File: config.mk
export PLATFORM = sky130hd
export DESIGN_NAME = debug_frame_tx
export DESIGN_NICKNAME = d
export VERILOG_FILES = /design/src/rtl/debug_pkg.sv /design/src/rtl/debug_sync_fifo.sv /design/src/rtl/debug_frame_tx.sv
export SDC_FILE = /design/constraint.sdc
export NUM_CORES = 1
export LEC_CHECK = 0
export CAP_MARGIN = 0
export CORE_MARGIN = 3
export CORE_UTILIZATION = 30
export CTS_CLUSTER_SIZE = 14
export DETAILED_ROUTE_END_ITERATION = 6
export GPL_ROUTABILITY_DRIVEN = 0
export PLACE_DENSITY = 0.59
export SETUP_SLACK_MARGIN = 0.2
export SLEW_MARGIN = 5
export SYNTH_ARGS = -nofsm -noshare
export SYNTH_HDL_FRONTEND = slang
export SYNTH_SLANG_ARGS = --single-unit
File: constraint.sdc
create_clock -name i_clock -period 5.4 [get_ports i_clock]
set_clock_uncertainty 0.1 [all_clocks]
set_input_delay 0.81 -clock i_clock [delete_from_list [all_inputs] [get_ports i_clock]]
set_output_delay 0.81 -clock i_clock [all_outputs]
set_load 0.03 [all_outputs]
File: src/rtl/debug_pkg.sv
// rtl/debug_pkg.sv - shared defaults and FSM encoding for the debug frame path
package debug_pkg;

    localparam int NB_BYTE_DEF          = 8;
    localparam int NB_CONTROL_FRAME_DEF = 32;

    localparam logic [1:0] ST_IDLE = 2'b00;
    localparam logic [1:0] ST_SEND = 2'b01;
    localparam logic [1:0] ST_WAIT = 2'b10;

    typedef enum logic [1:0] {
        S_IDLE = ST_IDLE,
        S_SEND = ST_SEND,
        S_WAIT = ST_WAIT
    } tx_state_t;

endpackage

File: src/rtl/debug_sync_fifo.sv
// rtl/debug_sync_fifo.sv - single-clock frame FIFO with occupancy count
module debug_sync_fifo #(
    parameter int WIDTH      = 32,
    parameter int LOG2_DEPTH = 3
) (
    input  logic                  i_clock,
    input  logic                  i_reset,
    input  logic                  i_push,
    input  logic                  i_pop,
    input  logic [WIDTH-1:0]      i_data,
    output logic [WIDTH-1:0]      o_data,
    output logic [LOG2_DEPTH:0]   o_count,
    output logic                  o_full,
    output logic                  o_empty
);

    localparam int                    DEPTH    = 2**LOG2_DEPTH;
    localparam logic [LOG2_DEPTH:0]   CNT_FULL = (LOG2_DEPTH+1)'(DEPTH);
    localparam logic [LOG2_DEPTH:0]   CNT_ONE  = (LOG2_DEPTH+1)'(1);
    localparam logic [LOG2_DEPTH-1:0] PTR_ONE  = LOG2_DEPTH'(1);

    logic [WIDTH-1:0]      r_mem [DEPTH];
    logic [LOG2_DEPTH-1:0] r_wr_ptr;
    logic [LOG2_DEPTH-1:0] r_rd_ptr;
    logic [LOG2_DEPTH:0]   r_count;
    logic                  w_do_pop;
    logic                  w_do_push;

    // A full FIFO still accepts a write when the head leaves in the same cycle.
    assign w_do_pop  = i_pop & ~o_empty;
    assign w_do_push = i_push & (~o_full | w_do_pop);

    assign o_full  = (r_count == CNT_FULL);
    assign o_empty = (r_count == '0);
    assign o_count = r_count;
    assign o_data  = r_mem[r_rd_ptr];

    // Storage write; when full with a pop, wr_ptr equals rd_ptr and the old head is read out before it is overwritten.
    always_ff @(posedge i_clock) begin
        if (!i_reset && w_do_push) begin
            r_mem[r_wr_ptr] <= i_data;
        end
    end

    // Pointers wrap naturally modulo DEPTH; count carries the extra bit to tell full from empty.
    always_ff @(posedge i_clock) begin
        if (i_reset) begin
            r_wr_ptr <= '0;
            r_rd_ptr <= '0;
            r_count  <= '0;
        end else begin
            if (w_do_push) begin
                r_wr_ptr <= r_wr_ptr + PTR_ONE;
            end
            if (w_do_pop) begin
                r_rd_ptr <= r_rd_ptr + PTR_ONE;
            end
            case ({w_do_push, w_do_pop})
                2'b10:   r_count <= r_count + CNT_ONE;
                2'b01:   r_count <= r_count - CNT_ONE;
                default: r_count <= r_count;
            endcase
        end
    end

endmodule

File: src/rtl/debug_frame_tx.sv
// rtl/debug_frame_tx.sv - buffers debug frames and serializes them MSB byte first to a UART
module debug_frame_tx
    import debug_pkg::*;
#(
    parameter int NB_CONTROL_FRAME = NB_CONTROL_FRAME_DEF,
    parameter int NB_BYTE          = NB_BYTE_DEF,
    parameter int LOG2_DEPTH       = 3
) (
    input  logic                        i_clock,
    input  logic                        i_reset,
    input  logic [NB_CONTROL_FRAME-1:0] i_frame_from_control,
    input  logic                        i_writing,
    output logic [NB_BYTE-1:0]          o_tx_data,
    output logic                        o_tx_start,
    input  logic                        i_tx_done,
    output logic                        o_busy,
    output logic                        o_overflow,
    output logic [LOG2_DEPTH:0]         o_fifo_count
);

    localparam int                N_BYTES   = NB_CONTROL_FRAME / NB_BYTE;
    localparam int                NB_CNT    = (N_BYTES > 1) ? $clog2(N_BYTES) : 1;
    localparam logic [NB_CNT-1:0] LAST_BYTE = NB_CNT'(N_BYTES - 1);
    localparam logic [NB_CNT-1:0] CNT_ONE   = NB_CNT'(1);

    tx_state_t                   r_state;
    tx_state_t                   w_next_state;
    logic [NB_CONTROL_FRAME-1:0] r_shift;
    logic [NB_CNT-1:0]           r_byte_cnt;
    logic                        r_overflow;
    logic                        w_pop;
    logic                        w_shift;
    logic                        w_drop;
    logic [NB_CONTROL_FRAME-1:0] w_fifo_data;
    logic [LOG2_DEPTH:0]         w_fifo_count;
    logic                        w_fifo_full;
    logic                        w_fifo_empty;

    debug_sync_fifo #(
        .WIDTH      (NB_CONTROL_FRAME),
        .LOG2_DEPTH (LOG2_DEPTH)
    ) u_fifo (
        .i_clock (i_clock),
        .i_reset (i_reset),
        .i_push  (i_writing),
        .i_pop   (w_pop),
        .i_data  (i_frame_from_control),
        .o_data  (w_fifo_data),
        .o_count (w_fifo_count),
        .o_full  (w_fifo_full),
        .o_empty (w_fifo_empty)
    );

    // A frame is lost only when the FIFO is full and nothing leaves this cycle.
    assign w_drop = i_writing & w_fifo_full & ~w_pop;

    // Next-state logic: decides when to pop a new frame or advance to the next byte.
    always_comb begin
        w_next_state = r_state;
        w_pop        = 1'b0;
        w_shift      = 1'b0;
        case (r_state)
            S_IDLE: begin
                if (!w_fifo_empty) begin
                    w_pop        = 1'b1;
                    w_next_state = S_SEND;
                end
            end
            S_SEND: begin
                w_next_state = S_WAIT;
            end
            S_WAIT: begin
                if (i_tx_done) begin
                    if (r_byte_cnt != LAST_BYTE) begin
                        w_shift      = 1'b1;
                        w_next_state = S_SEND;
                    end else if (!w_fifo_empty) begin
                        w_pop        = 1'b1;
                        w_next_state = S_SEND;
                    end else begin
                        w_next_state = S_IDLE;
                    end
                end
            end
            default: begin
                w_next_state = S_IDLE;
            end
        endcase
    end

    // State register.
    always_ff @(posedge i_clock) begin
        if (i_reset) begin
            r_state <= S_IDLE;
        end else begin
            r_state <= w_next_state;
        end
    end

    // Shift register and byte counter: load on pop, shift left one byte per completed byte.
    always_ff @(posedge i_clock) begin
        if (i_reset) begin
            r_shift    <= '0;
            r_byte_cnt <= '0;
        end else if (w_pop) begin
            r_shift    <= w_fifo_data;
            r_byte_cnt <= '0;
        end else if (w_shift) begin
            r_shift    <= r_shift << NB_BYTE;
            r_byte_cnt <= r_byte_cnt + CNT_ONE;
        end
    end

    // Sticky overflow flag, cleared only by reset.
    always_ff @(posedge i_clock) begin
        if (i_reset) begin
            r_overflow <= 1'b0;
        end else if (w_drop) begin
            r_overflow <= 1'b1;
        end
    end

    assign o_tx_start   = (r_state == S_SEND);
    assign o_tx_data    = r_shift[NB_CONTROL_FRAME-1 -: NB_BYTE];
    assign o_busy       = ~w_fifo_empty | (r_state != S_IDLE);
    assign o_overflow   = r_overflow;
    assign o_fifo_count = w_fifo_count;

endmodule

==> results of run 1 <==
==> metal layers <==
layer / wire length [µm] / vias up / share of wire [%]
met1: 10620 / 2919 / 45
met2: 11020 / 132 / 47
met3: 1429 / 36 / 6.1
met4: 419 / 2 / 1.8
li1: - / 2550 / -
met5: 13 / - / 0.055
==> flip-flops by register name (all words and copies together) (netlist names), named ones only <==
signal	count
u_fifo.r_mem	256
r_shift	32
u_fifo.o_count	4
u_fifo.r_rd_ptr	3
u_fifo.r_wr_ptr	3
r_byte_cnt	2
r_state	2
o_overflow	1
==> worst max-delay path, stage by stage <==
cell and delay [ns]:
clkdlybuf4s50_1 0.45, a21boi_1 0.39, o211ai_2 0.18, and2_1 0.24
inv_2 0.17, ha_1 0.28, xor2_1 0.17, ha_1 0.16
a21oi_1 0.05, xor2_1 0.16, or3_1 0.31, a21oi_1 0.13
==> cell usage after synthesis (4+ instances only) <==
cell,count
clkbuf_1,4
buf_4,14
ha_1,6
buf_6,6
dfxtp_1,50
edfxtp_1,256
nor3_1,4
buf_2,14
a21oi_1,4
o22ai_1,8
nand2b_1,4
a211oi_1,32
o2bb2ai_1,8
nor2_1,12
nor2b_1,20
mux4_2,64
mux2i_1,43
==> worst max-delay path by stage <==
stage                         start                        endpoint  slack, ns
final                     i_tx_done  u_fifo.o_count[2]$_SDFFE_PP0P_       2.29
after global placement    i_tx_done  u_fifo.o_count[2]$_SDFFE_PP0P_       1.76
after CTS                   i_reset   u_fifo.r_mem[7][16]$_DFFE_PP_       2.30
after global routing      i_tx_done  u_fifo.o_count[2]$_SDFFE_PP0P_       2.09
after detailed placement    i_reset    u_fifo.r_mem[7][0]$_DFFE_PP_       1.73
after floorplan           i_tx_done    u_fifo.r_mem[1][0]$_DFFE_PP_       0.29
==> cell families (layout without fill, tap and decap cells) <==
group | count (synthesis) | after routing | share of synthesized area (%)
xor+xnor | 5 | 5 | 0.3691
buf+inv | 45 | 122 | 2.530
flops | 306 | 306 | 73.21
fa+ha+maj | 6 | 6 | 0.6326
compound gates | 66 | 66 | 4.122
mux | 107 | 107 | 15.77
simple gates | 62 | 62 | 3.363
==> power by group through the flow <==
stage	clock, mW	combinational, mW	sequential (mW)
CTS	2.02	1.26	2.99
global route	2.11	1.36	3.01
floorplan	0	1.11	2.87
detailed placement	0	1.26	3.04
finish	1.97	1.24	2.98
global placement	0	1.24	3.04
==> area by class of cell <==
class | instances | area [µm²] | area share, %
clock inverters | 17 | 143.9 | 1.040
repair buffers | 63 | 610.6 | 4.413
well taps | 518 | 648.1 | 4.684
clock buffers | 39 | 784.5 | 5.670
inverters | 3 | 11.26 | 0.08138
flip-flops and latches | 306 | 8697 | 62.85
multi-input cells | 246 | 2942 | 21.26
==> reports/results.ini, run 1 <==
[clocking]
cts_tree=built
cts_root_buf=clkbuf_16
clockBufferDepth=3
cts.htree.levels=1
clock_latency_ns=0.55
clk_pin_slew_ns=0.06
hold_buffers=0
post_cts_buffers=0
cts_sinks=306
cts_inserted_buffers=30
postCtsResizedCells=0

[sta]
fin_crit_sh_pct=57.66
layout_setup_ws_ns=2.286
fin_setup_tns_ns=0
hold_slack_ns=0.3668
report.final.setup_viol=0
hold_viol_final=0
rsz0062_at_grt=false
slew-limit-headroom_pct=28.12
max_freq_ghz=0.3212
finalMaxSlewViolations=0
fin_crit_ns=3.114
worst_pin_slew_ns=1.078

[floorplan]
die_w_um=204.9
die_h_um=204.9
core.rowCount=72
num_io_pins=51
core-area_um2=38830
initial_core_util_pct=30.57
die_area_um2=41980

[critical_path]
reg2regPathDepth=12
rr_startpoint=r_byte_cnt[0]$_SDFFE_PP0P_
timing.rr.end=u_fifo.o_count[2]$_SDFFE_PP0P_
cp.arrival_ns=3.49
path_class=in2reg
required_ns=5.78
endpoint_kind=register
r2r_slack_ns=2.49
crit_fanout=6
startpoint_type=input pin

[detailed_routing]
postRouteAntennaNets=0
vias=5639
first_pass_iters=5
viasPerCell=4.731
dr.first_iter.drc_count=470
totalWireLength_um=23500
drcViolationCount=0
avgRoutedWirePerCell_um=19.72

[placement]
placed_area_um2=12910
placedCellCount=1136
place_ws_ns=1.728
io_buffer_count=50
dp_hpwl_um=13230

[logic_synthesis]
netlist_area_um2=11870
synth_cell_types=48
synth_seq_cells=306
synthCells=597
synth.area.top_cells=edfxtp_1 65%, mux4_2 12%, dfxtp_1 8.4%
async_flop_share_pct=0
synth_area_per_cell_um2=19.88
yosysWarnings=0
yosysTopAreaCell=edfxtp_1
yosysSeqAreaShare_pct=73.21
synth_edf_count=256
synth_top_flop_cell=edfxtp_1
synth_top_area_share_pct=64.78
synthesis.nets=639

[power_and_ir_drop]
leakage_nw=4.189
total_power_mw=6.186
p_switching_mw=1.709
pwr-share-clk_pct=31.8
switching_share_pct=27.63
p_per_area_nw_per_um2=447.0
ir_worst_vdd_v=0.0002276
seq_power_share_pct=48.1
internal_power_mw=4.477
p_comb_share_pct=20.1

[global_route]
grt_max_degree=50
use_met1_pct=16.00
grt_pass1_wl_um=35940
grt_pass1_vias=5808
grt_usage_pct=11.18
antenna_found_initial=1
met3_usage_pct=2.384
busiest_layer=met2
grt_remaining_overflow=0
use_met2_pct=17.62

[final_layout]
n_antenna_cell=0
layout_commonest_cell=edfxtp_1
fill_cells=3560
drive_gt1_share_pct=20.33
fin_area_um2=13840
layout_common_cells=256 x edfxtp_1, 64 x mux4_2, 50 x clkdlybuf4s50_1
final_core_util_pct=35.64
fin_nets=692
area_growth_pct=16.59
final_cells=1192

[min_path]
hold_depth=1
hp-class=reg2reg
holdPathEnd=r_shift[5]$_SDFFE_PP0P_
min_from=r_shift[5]$_SDFFE_PP0P_

[run_status]
status=complete, no violations

[run]
drv_cap=0

Note: power is estimated with default switching activity, not from simulation.
==> run 2: changes to the inputs <==
Clock period 5.4 ns to 2.6 ns, I/O delays scaled along.
==> reports/results.ini, run 2 (synthesis gave the netlist of run 1 again) <==
[run_status]
status=complete, no violations  ; unchanged

[detailed_routing]
first_pass_iters=4  ; was 5
avgRoutedWirePerCell_um=19.13  ; was 19.72 µm
highest_layer=met4  ; was met5
viasPerCell=4.650  ; was 4.731
wl_met1_um=10580  ; was 10,620 µm
wl_met2_um=11330  ; was 11,020 µm
wl_met3_um=1063  ; was 1429 µm
postRouteAntennaNets=0  ; unchanged
vias=5668  ; was 5,639
totalWireLength_um=23330  ; was 23,500 µm
drcViolationCount=0  ; unchanged
dr.first_iter.drc_count=448  ; was 470

[placement]
io_buffer_count=50  ; unchanged
dp_hpwl_um=13980  ; was 13,230 µm
place_ws_ns=-0.1369  ; was 1.728 ns

[final_layout]
layout_commonest_cell=edfxtp_1  ; unchanged
regMostFlops=u_fifo.r_mem  ; unchanged
fin_nets=719  ; was 692
layout_common_cells=256 x edfxtp_1, 64 x mux4_2, 48 x clkdlybuf4s50_1  ; was 256 x edfxtp_1, 64 x mux4_2, 50 x clkdlybuf4s50_1
final_core_util_pct=37.12  ; was 35.64%
drive_gt1_share_pct=25.96  ; was 20.33%
largest_reg_flops=256  ; unchanged
n_antenna_cell=0  ; unchanged
area_growth_pct=21.44  ; was 16.59%

[critical_path]
crit_path_cell_trace=ha_4 > a21boi_2 > o211ai_2 > and2_4 > inv_8 > ha_1 > xor2_1 > ha_1 > a21oi_2 > xor2_1 > or3_1 > a21oi_1  ; was clkdlybuf4s50_1 > a21boi_1 > o211ai_2 > and2_1 > inv_2 > ha_1 > xor2_1 > ha_1 > a21oi_1 > xor2_1 > or3_1 > a21oi_1
cp.arrival_ns=2.72  ; was 3.49 ns
slowest_delay_ns=0.35  ; was 0.45 ns
cp.buffers_inverters=1  ; was 2
cp_slowest_cell=dfxtp_2  ; was clkdlybuf4s50_1
path_class=reg2reg  ; was in2reg
startpoint_type=register  ; was input pin
crit_fanout=3  ; was 6
critical-path-top-delay-family=adder cells  ; was compound AO/OA/AOI/OAI gates
required_ns=2.97  ; was 5.78 ns
endpoint_kind=register  ; unchanged

[sta]
hold_viol_final=0  ; unchanged
fin_crit_ns=2.349
report.final.setup_viol=0  ; unchanged
worst_pin_slew_ns=0.4989  ; was 1.078 ns
rsz0062_at_grt=true  ; was false
slew-limit-headroom_pct=66.69  ; was 28.12%
max_freq_ghz=0.4257
finalMaxSlewViolations=0  ; unchanged
hold_slack_ns=0.3466  ; was 0.3668 ns
layout_setup_ws_ns=0.2511  ; was 2.286 ns
fin_crit_sh_pct=90.34

[power_and_ir_drop]
total_power_mw=13.41  ; was 6.186 mW
p_switching_mw=3.608  ; was 1.709 mW
p_per_area_nw_per_um2=930.4  ; was 447.0 nW/µm²
pwr-share-clk_pct=32.8  ; was 31.8%
ir_worst_vdd_v=0.0004539  ; was 0.0002276 V
p_comb_share_pct=22.1  ; was 20.1%
leakage_nw=4.428  ; was 4.189 nW
seq_power_share_pct=45.1  ; was 48.1%
switching_share_pct=26.91  ; was 27.63%
internal_power_mw=9.802  ; was 4.477 mW

[floorplan]
initial_core_util_pct=30.57  ; unchanged
core.rowCount=72  ; unchanged
die_h_um=204.9  ; unchanged
num_io_pins=51  ; unchanged
core-area_um2=38830  ; unchanged
die_w_um=204.9  ; unchanged
die_area_um2=41980  ; unchanged

[clocking]
cts_tree=built  ; unchanged
cts_sinks=306  ; unchanged
post_cts_buffers=0  ; unchanged
cts_root_buf=clkbuf_16  ; unchanged
cts.htree.levels=1  ; unchanged
cts_inserted_buffers=31  ; was 30
clk_pin_slew_ns=0.06  ; about the same
hold_buffers=0  ; unchanged
clock_latency_ns=0.55  ; about the same
clockBufferDepth=3  ; unchanged

[global_route]
antenna_found_initial=0  ; was 1
grt_pass1_wl_um=36080  ; was 35,940 µm
grt_usage_pct=11.20  ; was 11.18%
grt_max_degree=44  ; was 50
grt_pass1_vias=5902  ; was 5,808
grt_remaining_overflow=0  ; unchanged

[run]
drv_cap=0  ; unchanged

[min_path]
hp-class=reg2reg  ; unchanged

run 2: cell count changes in the layout (fill, tap and decap cells not counted), moves of 3 or more:
| cell | change |
|---|---|
| buf_12 | +14 |
| buf_4 | +12 |
| clkbuf_1 | -6 |
| dfxtp_1 | -6 |
| dfxtp_2 | +5 |
| clkbuf_8 | +3 |
| nor3_4 | +3 |
| nor4_2 | -3 |
| nor4_4 | +3 |
run 2: per-layer routing:
metal	vias to the layer above	GRT usage, %
li1	2605	-
met1	2927	15.67
met2	110	18.57
met3	26	1.700
met4	0	2.587
met5	-	0
run 2: timing repair:
item                                    CTS  global route
endpoints found under the setup margin    2             2
resized for setup                         2             2
pin swaps                                 0             1
run 2: metrics by stage:
stage / cell area, µm² / TNS [ns] / instances
floorplan: 12020 / -10.43 / 597
global placement: 13370 / -0.1618 / 1162
detailed placement: 13370 / -0.1729 / 1162
CTS: 14400 / 0 / 1219
global route: 14410 / 0 / 1219
finish: 14410 / 0 / 1219
run 2: cell type report:
type,count,area [µm²]
inverter,3,18.77
clock buffer,37,828.3
fill,3502,24410
tap,518,648.1
multi-input combinational,246,3027
sequential,306,8707
clock inverter,20,205.2
timing repair buffer,89,978.4
run 2: power by group through the flow:
stage               clock (mW)  combinational, mW  sequential [mW]
finish                    4.40               2.96             6.05
global route              4.73               3.24             6.10
global placement             0               2.98             6.15
CTS                       4.51               3.01             6.06
floorplan                    0               2.36             5.97
detailed placement           0               3.01             6.16
run 2: worst paths after layout:
kind,slack [ns],cells after the start,to,from
setup / recovery,0.25,12,u_fifo.o_count[2]$_SDFFE_PP0P_,r_byte_cnt[0]$_SDFFE_PP0P_
hold / removal,0.35,2,o_overflow$_SDFFE_PP0P_,o_overflow$_SDFFE_PP0P_
setup reg to reg,0.25,12,u_fifo.o_count[2]$_SDFFE_PP0P_,r_byte_cnt[0]$_SDFFE_PP0P_
hold reg to reg,0.35,2,o_overflow$_SDFFE_PP0P_,o_overflow$_SDFFE_PP0P_
run 2: worst reg2reg max path, cell delays in order, from the launching register on:
cell	delay, ns
dfxtp_2	0.35
ha_4	0.14
a21boi_2	0.06
o211ai_2	0.17
and2_4	0.20
inv_8	0.03
ha_1	0.20
xor2_1	0.14
ha_1	0.20
a21oi_2	0.13
xor2_1	0.08
or3_1	0.30
a21oi_1	0.14
